**config.mk**
```make
export PLATFORM = sky130hd
export DESIGN_NAME = dff_monitor
export DESIGN_NICKNAME = d
export VERILOG_FILES = /design/src/rtl/dff_monitor.sv
export SDC_FILE = /design/constraint.sdc
export NUM_CORES = 1
export LEC_CHECK = 0
export BUFFER_PORTS_ARGS = -buffer_cell sky130_fd_sc_hd__buf_2
export CORE_MARGIN = 2
export CORE_UTILIZATION = 50
export DETAILED_ROUTE_END_ITERATION = 10
export HOLD_SLACK_MARGIN = 0.1
export PLACE_DENSITY_LB_ADDON = 0.25
export SLEW_MARGIN = 10
export SYNTH_ARGS = -nofsm -noshare
export SYNTH_HDL_FRONTEND = slang
export SYNTH_SLANG_ARGS = --single-unit
```
**constraint.sdc**
```tcl
create_clock -name CLK -period 1.8 [get_ports CLK]
set_input_delay 0.09 -clock CLK [delete_from_list [all_inputs] [get_ports CLK]]
set_output_delay 0.09 -clock CLK [all_outputs]
set_load 0.005 [all_outputs]
```
**src/rtl/dff_monitor.sv**
```systemverilog
// dff_monitor: reader/checker for a registered single-bit path whose DUT has an
// active-low reset. Every Q value coming back from the DUT is compared against
// the D value driven LAT cycles earlier; pass and fail checks are counted.
//
// Parameters
//   LAT       DUT clock-to-Q latency in CLK cycles (1..4)
//   CNT_W     width of the pass / fail counters
// Ports
//   CLK        sole clock, rising edge
//   res        asynchronous active-high reset
//   en         monitor enable; 0 returns to IDLE and stops checking
//   d_obs      D value driven into the DUT
//   q_obs      Q value returned by the DUT
//   dut_n_res  DUT active-low reset as observed
//   pass_cnt   saturating count of passing checks
//   fail_cnt   saturating count of failing checks
//   err        sticky failure flag
//   first_fail check index of the first failure
//   state      current FSM state (0 IDLE, 1 FILL, 2 CHECK)
module dff_monitor #(
  parameter int unsigned LAT   = 1,
  parameter int unsigned CNT_W = 8
) (
  input  logic             CLK,
  input  logic             res,
  input  logic             en,
  input  logic             d_obs,
  input  logic             q_obs,
  input  logic             dut_n_res,
  output logic [CNT_W-1:0] pass_cnt,
  output logic [CNT_W-1:0] fail_cnt,
  output logic             err,
  output logic [7:0]       first_fail,
  output logic [1:0]       state
);

  typedef enum logic [1:0] {
    StIdle  = 2'd0,
    StFill  = 2'd1,
    StCheck = 2'd2,
    StBad   = 2'd3
  } state_e;

  // FILL ends on the edge where the fill counter reaches this value.
  localparam logic [1:0] FillLast = 2'(LAT - 1);

  state_e             r_state;
  logic   [1:0]       r_fcnt;
  logic   [LAT-1:0]   r_vld;
  logic   [LAT-1:0]   r_dat;
  logic   [CNT_W-1:0] r_pass;
  logic   [CNT_W-1:0] r_fail;
  logic               r_err;
  logic   [7:0]       r_first;
  logic   [7:0]       r_idx;

  state_e             w_state_d;
  logic   [1:0]       w_fcnt_d;
  logic   [LAT-1:0]   w_vld_d;
  logic   [LAT-1:0]   w_dat_d;
  logic               w_chk;
  logic               w_exp;
  logic               w_pass;
  logic               w_fail;

  // Next-state, pipeline shift and check selection.
  always_comb begin
    w_state_d = r_state;
    w_fcnt_d  = r_fcnt;
    w_vld_d   = r_vld;
    w_dat_d   = r_dat;
    w_chk     = 1'b0;
    w_exp     = 1'b0;
    case (r_state)
      StIdle: begin
        if (en) begin
          w_state_d = StFill;
          w_fcnt_d  = '0;
          w_vld_d   = '0;
          w_dat_d   = '0;
        end
      end
      StFill, StCheck: begin
        if (!en) begin
          // en=0 wins over everything, including a DUT reset at the same edge.
          w_state_d = StIdle;
        end else if (!dut_n_res) begin
          // DUT in reset: Q must read 0, history is meaningless, refill afterwards.
          w_chk     = 1'b1;
          w_exp     = 1'b0;
          w_vld_d   = '0;
          w_dat_d   = '0;
          w_state_d = StFill;
          w_fcnt_d  = '0;
        end else begin
          w_vld_d[0] = 1'b1;
          w_dat_d[0] = d_obs;
          for (int i = 1; i < int'(LAT); i++) begin
            w_vld_d[i] = r_vld[i-1];
            w_dat_d[i] = r_dat[i-1];
          end
          if (r_state == StFill) begin
            if (r_fcnt == FillLast) begin
              w_state_d = StCheck;
            end else begin
              w_fcnt_d = r_fcnt + 2'd1;
            end
          end else begin
            // Compare against the oldest stage as held before this edge's shift.
            w_chk = r_vld[LAT-1];
            w_exp = r_dat[LAT-1];
          end
        end
      end
      default: w_state_d = StIdle;
    endcase
  end

  // An X/Z on q_obs makes the equality unknown, which falls to the failing branch.
  always_comb begin
    w_pass = 1'b0;
    w_fail = 1'b0;
    if (w_chk) begin
      if (q_obs == w_exp) begin
        w_pass = 1'b1;
      end else begin
        w_fail = 1'b1;
      end
    end
  end

  always_ff @(posedge CLK or posedge res) begin
    if (res) begin
      r_state <= StIdle;
      r_fcnt  <= '0;
      r_vld   <= '0;
      r_dat   <= '0;
      r_pass  <= '0;
      r_fail  <= '0;
      r_err   <= 1'b0;
      r_first <= '0;
      r_idx   <= '0;
    end else begin
      r_state <= w_state_d;
      r_fcnt  <= w_fcnt_d;
      r_vld   <= w_vld_d;
      r_dat   <= w_dat_d;
      if (w_pass && (r_pass != {CNT_W{1'b1}})) begin
        r_pass <= r_pass + 1'b1;
      end
      if (w_fail) begin
        if (r_fail != {CNT_W{1'b1}}) begin
          r_fail <= r_fail + 1'b1;
        end
        if (!r_err) begin
          r_err   <= 1'b1;
          r_first <= r_idx;
        end
      end
      if (w_chk && (r_idx != 8'hFF)) begin
        r_idx <= r_idx + 8'd1;
      end
    end
  end

  assign pass_cnt   = r_pass;
  assign fail_cnt   = r_fail;
  assign err        = r_err;
  assign first_fail = r_first;
  assign state      = r_state;

endmodule
```
Word level (Yosys, flattened, before mapping)
Index checks and enable logic that the tools add are counted.
Storage, ports and cells
  latch bits: 0
  output and inout port bits: 27
  memories: 0
  memory bits (read-only): 0
  RAM bits: 0
  register bits after elaboration: 39
Operators by class
  equal/unequal tests: 12
  div/mod/pow operators: 0
  order comparisons: 0
  reductions and logical operators: 11
  multipliers: 0
  bitwise operators: 1
  shift-type cells: 0
  add/sub/neg operators: 4
  mux-type cells: 31
Operator list (count)
  8-bit by 1-bit adder with 8-bit output, second input constant: 3
  8-bit inequality test, second input constant: 3
  2-bit 2-to-1 mux: 10
  1-bit 2-to-1 mux: 17
  4-bit inequality test, second input constant: 2
  2-bit one-hot mux with 2 select lines: 2
  3-bit inequality test, second input constant: 2
  3-bit AND reduction: 2
  5-bit AND reduction: 1
  2-bit logical NOT: 2
  2-bit inequality test, second input constant: 2
  1-bit one-hot mux with 2 select lines: 2
  2-bit AND reduction: 2
  2-bit by 1-bit adder with 2-bit output, second input constant: 1
  2-bit by 1-bit equality test with 1-bit output, second input constant: 1
  2-bit equality test, second input constant: 1
  1-bit logical AND: 2
  2-bit nonzero test: 1
  2-bit OR reduction: 1
  1-bit equality test: 1
  1-bit inverter: 1

Logic depth before layout (Yosys ltp)
Gate-level depths: netlist of the first run.
  depth in word-level cells: 9
  gate-level depth with buffers: 8
  mapped depth without buffers: 7

Worst setup path after synthesis of the first run
No wires, ideal clock.
  kind: flip-flop to flip-flop
  start point: reg r_state[0] (netlist: state[0])
  end point: reg r_pass[1] (netlist: pass_cnt[1])
  arrival: 1885 ps
  setup slack: -210 ps
  stages on the path, launching flop included: 7
  path through: dfrtp_1 > inv_1 > ha_1 > nand2_2 > or4_4 > o2111ai_4 > mux2_4
Between the ends
  longest elaborated chain between the ends: 9
  elaborated cells between the ends (all ways): 15
RTL lines
  start, declared: line 47  | state_e r_state;
  start signal, assigned: line 134  | r_state <= StIdle;
  start signal, assigned: line 144  | r_state <= w_state_d;
  2-bit by 1-bit equality test with 1-bit output: line 74, 102
  1-bit 2-to-1 mux: line 102  | if (r_state == StFill) begin
  1-bit 2-to-1 mux: line 87  | end else if (!dut_n_res) begin
  1-bit 2-to-1 mux: line 84  | if (!en) begin
  1-bit 2-to-1 mux: line 74  | case (r_state)
  1-bit equality test: line 124  | if (q_obs == w_exp) begin
  1-bit 2-to-1 mux: line 124
  1-bit 2-to-1 mux (*): line 123  | if (w_chk) begin
  1-bit logical AND (*): line 148  | if (w_pass && (r_pass != {CNT_W{1'b1}})) begin
  end signal, assigned: line 149  | r_pass <= r_pass + 1'b1;
  end, declared: line 51  | logic [CNT_W-1:0] r_pass;
Mark *: on every way between the ends. The rest lies on a longest branch, timed or not.
A chain may end at the register's enable or synchronous reset.

Final worst setup path of the first run
Ends and elaborated chain as after synthesis.

==> results by group, run 1 <==
Run status
  – Run status: complete, but fails checks
  – Failing checks: negative setup slack

Pwr
  – Power density cells: about 1400 nW/um^2
  – Leakage power total: about 0.0012 uW
  – Max rail drop VDD: about 0.85 mV

Layout
  – Area added between synthesis and finish: 24.3%
  – Post-layout net count: 227
  – Final Instance Count excl. Fillers: between 200 and 300
  – Design Area, Final: roughly 2400 um^2
  – Share of cells above drive strength 1: 38.8%
  – Antenna diode instance count: 0

Route
  – Total wire length after detailed routing: approximately 3.6 mm
  – Total via count after detailed routing: 1,362
  – WL/cell: ~14 um
  – Mean number of vias per cell: between 5 and 6
  – Detailed-route DRC error count: 0
  – Number of search-and-repair iterations in the first detailed-routing pass: 4
  – Post-detailed-route count of antenna-violating nets: 0
  – DRC marker count from the first detailed-route iteration: between 60 and 70

STA
  – Sum of negative setup slack: -1.00 ns
  – Transition time of the tightest slew-check pin: roughly 0.49 ns
  – Final hold violations: 0
  – Final clock skew: a little under 0.007 ns
  – F_max: roughly 0.52 GHz
  – Post-route setup slack: -0.111 ns
  – Slew Limit Fails: 0
  – Share of the clock period used by the worst path after layout: 106%
  – Post-layout minimum cycle time: around 1.9 ns
  – Setup Viol. Count Final: 17
  – RSZ-0062 raised after global routing: true
  – Worst relative slew slack: between 60% and 70%

GRT
  – Final global-route overflow total: 0
  – Vias in the first global route: 1,340
  – Wire length of the first global-routing pass: 6.04 mm
  – Antenna violations before repair: 0
  – Maximum number of pins on one net before global-route repair: 40
  – Overall fraction of global-route tracks in use: 18.4%

Clock tree
  – Clock input transition at the sequential cells of the worst setup and hold paths: about 0.080 ns
  – CTS tree: built
  – Clock latency of the later-clocked register in the worst-skew pair: 0.29 ns
  – Num CTS Buffers: 5
  – Buffer type at the clock tree root: sky130_fd_sc_hd__clkbuf_8
  – Clock tree sinks: 39
  – Max Buffers Root-to-Sink: 2
  – CTS H-Tree Depth: 2

Yosys
  – Synth Cell Area: between 1500 and 2000 um^2
  – Syn_nets: approximately 180
  – Post-synth EDFFs: 0
  – Flip-flop and latch count after synthesis: 39
  – Ys Warns: 0
  – Fraction of synthesis flops using an asynchronous set or reset pin: between 90% and 100%
  – Mean cell area of the mapped netlist: ~12 um^2
  – Area share of the leading cell type in the synthesized netlist: 51.2%
  – Cell type contributing the most total cell area after synthesis: sky130_fd_sc_hd__dfrtp_1
  – Sequential-to-total area share from yosys stat: between 50% and 60%
  – Synth cell types: 36
  – Ranking of synthesized cells by area: sky130_fd_sc_hd__dfrtp_1 51%, sky130_fd_sc_hd__mux2_2 5.9%, sky130_fd_sc_hd__ha_1 5.3%
  – Gate count of the mapped netlist: between 150 and 200
  – Post-synth top flop: sky130_fd_sc_hd__dfrtp_1

Setup path
  – Req. time, crit path: slightly below 2 ns
  – Endpoint kind of the worst setup timing path: register
  – Classification of the worst setup path: reg2reg
  – Internal reg-to-reg setup slack: -0.11 ns
  – Sort of element at the start of the critical path: register
  – End of the worst register-to-register path: pass_cnt[1]
  – Cells on worst reg2reg path: 6
  – Arrival time reported for the critical path endpoint: 2.09 ns
  – Worst reg2reg startpoint: state[0]
  – Critical path peak fanout: 8

Min path
  – Worst min-delay path endpoint: r_fcnt[1]
  – Path category of the worst min-delay check: in2reg
  – Startpoint of the most critical hold path: en
  – Depth of the worst hold-timing path: 3

Floorplan
  – Die Span Y: around 66 um
  – Number of primary I/O pins: 33
  – Initial core utilization: 52.0%
  – Area of the placeable core: about 3700 um^2
  – Overall die area: approximately 4300 um^2
  – Die extent in x: 65.7 um
  – Std-Cell Rows: 22

Placement
  – Number of placed cells counting well taps: approximately 250
  – Post-DP HPWL: around 2.6 mm
  – Dpl cell area: 2210 um^2
  – I/O Buffers: 32
  – Placement-stage worst setup slack: -0.108 ns
  – Routability congestion estimate from global placement: 0.815

Flow run
  – Total of max-cap violations: 0
-- worst max-delay path, stage by stage (launching register included) --
cell and delay, ns:
sky130_fd_sc_hd__dfrtp_1 0.40, sky130_fd_sc_hd__inv_2 0.07, sky130_fd_sc_hd__ha_4 0.28, sky130_fd_sc_hd__nand2_4 0.08, sky130_fd_sc_hd__or4_4 0.50, sky130_fd_sc_hd__o2111ai_4 0.15, sky130_fd_sc_hd__mux2_4 0.33
-- logic make-up (layout without fill, tap and decap cells) --
group	count (synthesis)	count (layout)	synth area share, %
AND/OR/NAND/NOR	56	56	16.7
flip-flops	39	39	51.2
XOR/XNOR	20	20	9.20
AO/OA/AOI/OAI	17	17	7.88
buffers and inverters	13	63	3.02
multiplexers	11	11	6.70
adder cells (fa/ha/maj)	8	8	5.26
-- metrics by stage --
stage,utilization (%),hold WS [ns],power [uW]
floorplan,-,0.233,2060
detailed placement,60.3,0.232,2520
CTS,64.4,0.175,3310
global route,64.7,0.209,3510
finish,64.7,0.183,3290
global placement,60.3,0.224,2440
-- timing repair --
action / 4_1_cts / 5_1_grt
pin swaps: 1 / 1
gates resized for setup: 4 / 1
hold endpoints to repair: 40 / 0
endpoints found under the setup margin: 23 / 28
hold buffers: 2 / 0
setup buffers: 0 / 1
-- how the worst max path moves through the flow --
stage                       end  slack (ns)  startpoint  depth (start not counted)
floorplan           pass_cnt[1]       -0.11    state[0]                          6
global placement    pass_cnt[1]       -0.05    state[0]                          6
detailed placement  pass_cnt[1]       -0.11    state[0]                          6
CTS                 pass_cnt[1]       -0.12    state[0]                          6
global route        pass_cnt[1]       -0.18    state[0]                          6
finish              pass_cnt[1]       -0.11    state[0]                          6
-- synth_stat cells (2+ instances only) --
cell                      number
sky130_fd_sc_hd__nand4_1       7
sky130_fd_sc_hd__or2_2         2
sky130_fd_sc_hd__nor2b_1       2
sky130_fd_sc_hd__mux2_2       10
sky130_fd_sc_hd__nor3_2        3
sky130_fd_sc_hd__o21ai_0       5
sky130_fd_sc_hd__nor2_1        5
sky130_fd_sc_hd__buf_4         2
sky130_fd_sc_hd__and3_1        6
sky130_fd_sc_hd__a21oi_1       3
sky130_fd_sc_hd__nand2_1      11
sky130_fd_sc_hd__ha_1          8
sky130_fd_sc_hd__xor2_1       11
sky130_fd_sc_hd__xnor2_1       9
sky130_fd_sc_hd__nand3_1      11
sky130_fd_sc_hd__dfrtp_1      39
sky130_fd_sc_hd__and2b_1       2
sky130_fd_sc_hd__inv_1        10
-- metal layers --
layer	wire [um]	global-route usage [%]	share of wire, %	vias to the layer above
met5	0	0	0	-
met4	34	4.69	0.94	0
met3	147	6.16	4.1	4
met1	1630	23.0	45	666
li1	-	-	-	666
met2	1800	30.4	50	26
-- layout by cell type, fill, tap and decap left out, drive strengths merged, types with 2 or more instances in the layout --
cell type    netlist  layout
or2                2       2
nor2               5       5
nand4              7       7
nand3             11      11
o21ai              5       5
and2b              2       2
o31ai              2       2
xnor2              9       9
nor2b              2       2
buf                3      43
inv               10      10
dfrtp             39      39
nand2             12      12
ha                 8       8
nor3               4       4
mux2              11      11
and3               6       6
dlygate4sd3        0       2
xor2              11      11
a21oi              4       4
clkbuf             0       6
-- registers in the layout, summed over array words and instances, names as in the netlist --
name and cells:
pass_cnt 8, first_fail 8, fail_cnt 8, state 2, r_vld 1, r_dat 1, r_fcnt 2, r_idx 8
err 1
-- power breakdown --
group          total [uW]  internal [uW]  switching (uW)
clock                 762            449             313
sequential           1400           1120             274
combinational        1130            609             522
-- area by class of cell --
class                           count  area (um^2)
Tap cell                           48         60.1
Inverter                           10         37.5
Clock buffer                        6         82.6
Sequential cell                    39          976
Timing Repair Buffer               45          267
Multi-Input combinational cell    112          910
Clock inverter                      2         35.0
Fill cell                         291         1290
No activity file was read; power rests on OpenSTA's default activity.
==> inputs of run 2 (changes only) <==
Settings changed: PLACE_DENSITY set to 0.83, PLACE_DENSITY_LB_ADDON 0.25 to unset.
==> run 2 against run 1 <==
  * Critical endpoint unchanged
  * Cell count increased by 1.1%
  * Via count barely moved
  * Clock skew decreased by 0.00099 ns
  * Global-route usage up 0.33 points
  * The flow still finishes with violations (negative setup slack)
==> results by group, run 2 (synthesis results as in run 1) <==
Run status
  – Run status: complete, but fails checks
  – Failing checks: negative setup slack

Floorplan
  – Die extent in x: 65.7 um (unchanged)
  – Overall die area: 4320 um^2 (unchanged)
  – Die Span Y: 65.7 um (unchanged)
  – Area of the placeable core: 3660 um^2 (unchanged)
  – Number of primary I/O pins: 33 (unchanged)
  – Std-Cell Rows: 22 (unchanged)
  – Initial core utilization: 52.0% (unchanged)

GRT
  – Wire length of the first global-routing pass: 6.07 mm (+0.58%)
  – Overall fraction of global-route tracks in use: 18.7% (+0.33 points)
  – Maximum number of pins on one net before global-route repair: 40 (unchanged)
  – Vias in the first global route: 1,322 (-1.3%)
  – Antenna violations before repair: 0 (unchanged)
  – Final global-route overflow total: 0 (unchanged)

STA
  – Transition time of the tightest slew-check pin: 0.485 ns (-0.000988 ns)
  – Post-route setup slack: -0.145 ns (-0.0347 ns)
  – Post-layout minimum cycle time: 1.95 ns (+0.0347 ns)
  – F_max: 0.514 GHz (-1.8%)
  – Share of the clock period used by the worst path after layout: 108% (+1.9 points)
  – Slew Limit Fails: 0 (unchanged)
  – Final clock skew: 0.00582 ns (-0.000994 ns)
  – RSZ-0062 raised after global routing: true
  – Final hold violations: 0 (unchanged)
  – Worst relative slew slack: 67.7% (about the same)
  – Setup Viol. Count Final: 26 (+9)

Pwr
  – Clk network pwr share: 17.5% (-5.7 points)
  – Power density cells: 1330 nW/um^2 (-4.0%)
  – Combinational Power Share: 38.4% (+4.0 points)
  – Net Switching: 1130 uW (+2.3%)
  – Total power: 3200 uW (-2.7%)
  – Internal cell power: 2060 uW (-5.3%)
  – Leakage power total: 0.00119 uW (+0.97%)
  – Sequential cell fraction of total power: 44.1% (+1.6 points)
  – Max rail drop VDD: 0.835 mV (-1.9%)
  – Switching Share: 35.5% (+1.7 points)

Route
  – Total via count after detailed routing: 1,361 (-0.073%)
  – Post-detailed-route count of antenna-violating nets: 0 (unchanged)
  – DRC marker count from the first detailed-route iteration: 78 (+16%)
  – Mean number of vias per cell: 5.14 (-1.2%)
  – Total wire length after detailed routing: 3.66 mm (+1.5%)
  – Number of search-and-repair iterations in the first detailed-routing pass: 4 (unchanged)
  – Detailed-route DRC error count: 0 (unchanged)
  – WL/cell: 13.8 um (+0.38%)

Clock tree
  – CTS tree: built
  – Clock latency of the later-clocked register in the worst-skew pair: 0.28 ns (about the same)
  – Clock tree sinks: 39 (unchanged)
  – Max Buffers Root-to-Sink: 2 (unchanged)
  – Num CTS Buffers: 5 (unchanged)
  – CTS H-Tree Depth: 2 (unchanged)
  – Buffer type at the clock tree root: sky130_fd_sc_hd__clkbuf_8
  – Clock input transition at the sequential cells of the worst setup and hold paths: 0.07 ns (about the same)

Setup path
  – Cell family with most CP delay: simple AND/OR/NAND/NOR gates
  – Req. time, crit path: 1.97 ns (about the same)
  – Sort of element at the start of the critical path: register
  – WP buf/inv: 1 (unchanged)
  – Stage delay of the slowest cell on the critical path: 0.50 ns (about the same)
  – Arrival time reported for the critical path endpoint: 2.11 ns (+0.02 ns)
  – Critical path cell sequence: inv_2, ha_4, nand2_4, or4_4, o2111ai_4, mux2_4
  – Endpoint kind of the worst setup timing path: register
  – Crit-path slowest cell: sky130_fd_sc_hd__or4_4
  – Critical path peak fanout: 8 (unchanged)
  – Classification of the worst setup path: reg2reg

Layout
  – Commonest non-fill, non-tap cell in the layout: sky130_fd_sc_hd__dfrtp_1
  – Highest-count cells in the layout ignoring fill and taps: 39 x sky130_fd_sc_hd__dfrtp_1, 32 x sky130_fd_sc_hd__buf_2, 13 x sky130_fd_sc_hd__buf_4
  – Design Area, Final: 2400 um^2 (+1.3%)
  – Filler cell count: 279 (-4.1%)
  – Antenna diode instance count: 0 (unchanged)
  – Area added between synthesis and finish: 26.0%
  – Share of cells above drive strength 1: 39.6% (+0.85 points)
  – Post-layout net count: 230 (+1.3%)

Placement
  – I/O Buffers: 32 (unchanged)
  – Routability congestion estimate from global placement: 0.830 (+1.9%)
  – Dpl cell area: 2210 um^2 (+0.34%)
  – Post-DP HPWL: 2.54 mm (-1.8%)

Flow run
  – Total of max-cap violations: 0 (unchanged)

Min path
  – Path category of the worst min-delay check: in2reg
-- run 2: power by group through the flow --
| stage | clock [uW] | sequential, uW | combinational [uW] |
|---|---|---|---|
| 2_1_floorplan | 0 | 1380 | 678 |
| 3_3_place_gp | 0 | 1390 | 1060 |
| 3_5_place_dp | 0 | 1410 | 1100 |
| 4_1_cts | 571 | 1400 | 1180 |
| 5_1_grt | 614 | 1460 | 1350 |
| 6_report | 559 | 1410 | 1230 |
-- run 2: final cells by class --
| type | instances | area (um^2) | share of cell area [%] |
|---|---|---|---|
| clock buffers | 7 | 76.3 | 3.18 |
| inverters | 10 | 37.5 | 1.56 |
| well taps | 48 | 60.1 | 2.50 |
| flip-flops and latches | 39 | 976 | 40.7 |
| multi-input cells | 112 | 955 | 39.8 |
| clock inverters | 1 | 5.00 | 0.209 |
| repair buffers | 48 | 289 | 12.1 |
-- run 2: what timing repair did --
action                                 4_1_cts  5_1_grt
gates resized for setup                      5        6
hold buffers                                 2        0
setup endpoints to repair                   21       29
endpoints found under the hold margin       40        0
setup buffers                                2        1
pin swaps                                    2        1
-- run 2: worst min-delay path: cells and delay by family --
kind                   cells  cell delay (ns)
AO/OA/AOI/OAI              1             0.08
AND/OR/NAND/NOR            1             0.11
buffers and inverters      1             0.15
-- run 2: layer usage --
layer | global-route usage, % | part of all wire (%)
met1 | 25.1 | 47
met2 | 30.1 | 48
met3 | 4.62 | 4.2
met4 | 5.47 | 1.3
met5 | 0 | 0
-- run 2: path summary, 6_finish.rpt --
kind                              from          end  slack, ns  cells after the start
max in group asynchronous          res  fail_cnt[3]       1.00                      4
min reg2reg                fail_cnt[7]  fail_cnt[7]       0.49                      1
max reg2reg                   state[0]  pass_cnt[1]      -0.15                      6
min                                 en    r_fcnt[1]       0.20                      3
max                           state[0]  pass_cnt[1]      -0.15                      6
min in group asynchronous          res  fail_cnt[7]       0.45                      4
-- run 2: metrics by stage --
step	hold WS [ns]	util [%]	instances	setup slack, ns	setup TNS [ns]
after floorplan	0.233	-	164	-0.115	-0.625
after global placement	0.226	60.5	252	-0.0502	-0.423
after detailed placement	0.234	60.5	252	-0.119	-1.02
after CTS	0.186	64.3	264	-0.126	-1.28
after global routing	0.216	65.5	265	-0.221	-4.48
final	0.197	65.5	265	-0.145	-2.00
==> inputs of run 3 (changes only) <==
Settings changed: BUFFER_PORTS_ARGS -buffer_cell sky130_fd_sc_hd__buf_2 to -buffer_cell sky130_fd_sc_hd__buf_4, MAX_ROUTING_LAYER set to met4, SLEW_MARGIN 10 to 20.
==> run 3 against run 2 <==
  * The run still ends with negative setup slack left
  * Non-clock buffer count unchanged
  * Critical path depth did not move
  * Fmax is 2.5% higher
  * Cell count did not move
  * First-iteration DRC count grew 29%
  * Sequential share of layout area down 0.59 points
  * Total power grew 0.59%
  * Count of clock-buffer cells in the layout unchanged
  * Largest cell class unchanged
==> results by group, run 3 (synthesis results as in run 1) <==
Run status
  – Run status: complete, but fails checks
  – Failing checks: negative setup slack

Setup path
  – Endpoint kind of the worst setup timing path: register
  – Sort of element at the start of the critical path: register
  – Arrival time reported for the critical path endpoint: 2.07 ns (-0.04 ns)
  – Classification of the worst setup path: reg2reg
  – Critical path peak fanout: 8 (unchanged)
  – Cells on worst reg2reg path: 6 (unchanged)
  – Req. time, crit path: 1.97 ns (about the same)

Clock tree
  – CTS tree: built
  – Max Buffers Root-to-Sink: 2 (unchanged)
  – Num CTS Buffers: 5 (unchanged)
  – Buffer type at the clock tree root: sky130_fd_sc_hd__clkbuf_8
  – CTS H-Tree Depth: 2 (unchanged)
  – Clock tree sinks: 39 (unchanged)
  – Clock input transition at the sequential cells of the worst setup and hold paths: 0.07 ns (about the same)
  – Clock latency of the later-clocked register in the worst-skew pair: 0.28 ns (about the same)

STA
  – Setup Viol. Count Final: 16 (-38%)
  – Worst relative slew slack: 67.6% (about the same)
  – Post-layout minimum cycle time: 1.90 ns (-0.0474 ns)
  – WHS: 0.161 ns (-0.0361 ns)
  – Share of the clock period used by the worst path after layout: 105% (-2.6 points)
  – Transition time of the tightest slew-check pin: 0.485 ns (+0.000264 ns)
  – F_max: 0.527 GHz (+2.5%)
  – Slew Limit Fails: 0 (unchanged)
  – Post-route setup slack: -0.0980 ns (+0.0474 ns)
  – RSZ-0062 raised after global routing: true
  – Final clock skew: 0.00474 ns (-0.00108 ns)
  – Final hold violations: 0 (unchanged)

GRT
  – Antenna violations before repair: 0 (unchanged)
  – Final global-route overflow total: 0 (unchanged)
  – Maximum number of pins on one net before global-route repair: 40 (unchanged)
  – Wire length of the first global-routing pass: 5.95 mm (-2.1%)
  – Vias in the first global route: 1,320 (-0.15%)
  – Overall fraction of global-route tracks in use: 18.8% (+0.13 points)

Floorplan
  – Overall die area: 4320 um^2 (unchanged)
  – Std-Cell Rows: 22 (unchanged)
  – Number of primary I/O pins: 33 (unchanged)
  – Die extent in x: 65.7 um (unchanged)
  – Initial core utilization: 52.0% (unchanged)
  – Area of the placeable core: 3660 um^2 (unchanged)
  – Die Span Y: 65.7 um (unchanged)

Min path
  – Depth of the worst hold-timing path: 3 (unchanged)
  – Path category of the worst min-delay check: in2reg

Route
  – Total wire length after detailed routing: 3.46 mm (-5.7%)
  – Detailed-route DRC error count: 0 (unchanged)
  – WL/cell: 13.0 um (-5.7%)
  – Post-detailed-route count of antenna-violating nets: 0 (unchanged)
  – Number of search-and-repair iterations in the first detailed-routing pass: 4 (unchanged)
  – Total via count after detailed routing: 1,383 (+1.6%)
  – Mean number of vias per cell: 5.22 (+1.6%)
  – DRC marker count from the first detailed-route iteration: 101 (+29%)

Layout
  – Commonest non-fill, non-tap cell in the layout: sky130_fd_sc_hd__buf_4
  – Final Instance Count excl. Fillers: 265 (unchanged)
  – Area added between synthesis and finish: 27.8%
  – Highest-count cells in the layout ignoring fill and taps: 45 x sky130_fd_sc_hd__buf_4, 39 x sky130_fd_sc_hd__dfrtp_1, 11 x sky130_fd_sc_hd__nand3_1, 11 x sky130_fd_sc_hd__xor2_1, 11 x sky130_fd_sc_hd__nand2_1
  – Post-layout net count: 230 (unchanged)
  – Filler cell count: 280 (+0.36%)
  – Share of cells above drive strength 1: 38.7% (-0.92 points)
  – Antenna diode instance count: 0 (unchanged)

Placement
  – Routability congestion estimate from global placement: 0.913 (+10%)
  – Number of placed cells counting well taps: 253 (+0.40%)
  – Post-DP HPWL: 2.53 mm (-0.57%)
  – I/O Buffers: 32 (unchanged)

Pwr
  – Leakage power total: 0.00119 uW (-0.48%)
  – Power density cells: 1320 nW/um^2 (-0.86%)
  – Max rail drop VDD: 0.785 mV (-6.0%)

Flow run
  – Total of max-cap violations: 0 (unchanged)
-- run 3: cell counts in the layout (fill, tap and decap cells not counted) --
No cell type changed its count.
-- run 3: worst paths after layout --
check,startpoint,end,slack (ns)
min reg2reg,fail_cnt[7],fail_cnt[7],0.50
max in group asynchronous,res,r_idx[1],0.98
min,en,r_fcnt[1],0.16
max,state[0],pass_cnt[1],-0.1
max reg2reg,state[0],pass_cnt[1],-0.1
min in group asynchronous,res,fail_cnt[7],0.47
-- run 3: power breakdown --
| part | switching [uW] | total (uW) | internal (uW) | leakage [uW] |
|---|---|---|---|---|
| registers | 276 | 1400 | 1120 | 0.000507 |
| clock network | 285 | 557 | 272 | 0.0000422 |
| logic | 526 | 1260 | 735 | 0.000639 |
| total | 1090 | 3220 | 2130 | 0.00119 |
-- run 3: area by class of cell --
type / count / area, um^2 / share of cell area, %
multi-input combinational: 112 / 910 / 37.4
inverter: 10 / 37.5 / 1.54
clock buffer: 7 / 76.3 / 3.14
tap: 48 / 60.1 / 2.47
clock inverter: 1 / 5.00 / 0.206
timing repair buffer: 48 / 369 / 15.2
sequential: 39 / 976 / 40.1
-- run 3: per-stage QoR --
step,total power (uW),setup TNS (ns),worst slack [ns],util [%],instance area [um^2]
floorplan,2060,-0.625,-0.115,-,1930
global placement,2580,-0.577,-0.0631,62.9,2300
detailed placement,2640,-0.909,-0.107,62.9,2300
CTS,3220,-0.755,-0.100,66.2,2420
global route,3450,-2.20,-0.152,66.5,2430
finish,3220,-0.610,-0.0980,66.5,2430
-- run 3: per-layer routing --
metal | GRT usage [%] | part of all wire [%] | up-vias
met3 | 6.34 | 4.1 | 6
li1 | - | - | 671
met5 | - | 0 | -
met4 | 4.69 | 1.2 | 0
met1 | 24.7 | 47 | 683
met2 | 28.4 | 47 | 23
-- run 3: worst max-delay path, cell delays in order (launching register included) --
cell and delay [ns]:
sky130_fd_sc_hd__dfrtp_1 0.39, sky130_fd_sc_hd__inv_2 0.07, sky130_fd_sc_hd__ha_4 0.28, sky130_fd_sc_hd__nand2_4 0.08
sky130_fd_sc_hd__or4_4 0.50, sky130_fd_sc_hd__o2111ai_4 0.15, sky130_fd_sc_hd__mux2_4 0.33
-- run 3: what timing repair did --
| item | 4_1_cts | 5_1_grt |
|---|---|---|
| setup buffers | 1 | 1 |
| hold buffers | 2 | 0 |
| hold endpoints to repair | 40 | 0 |
| endpoints found under the setup margin | 20 | 26 |
| resized for setup | 4 | 2 |
| pin swaps | 3 | 2 |
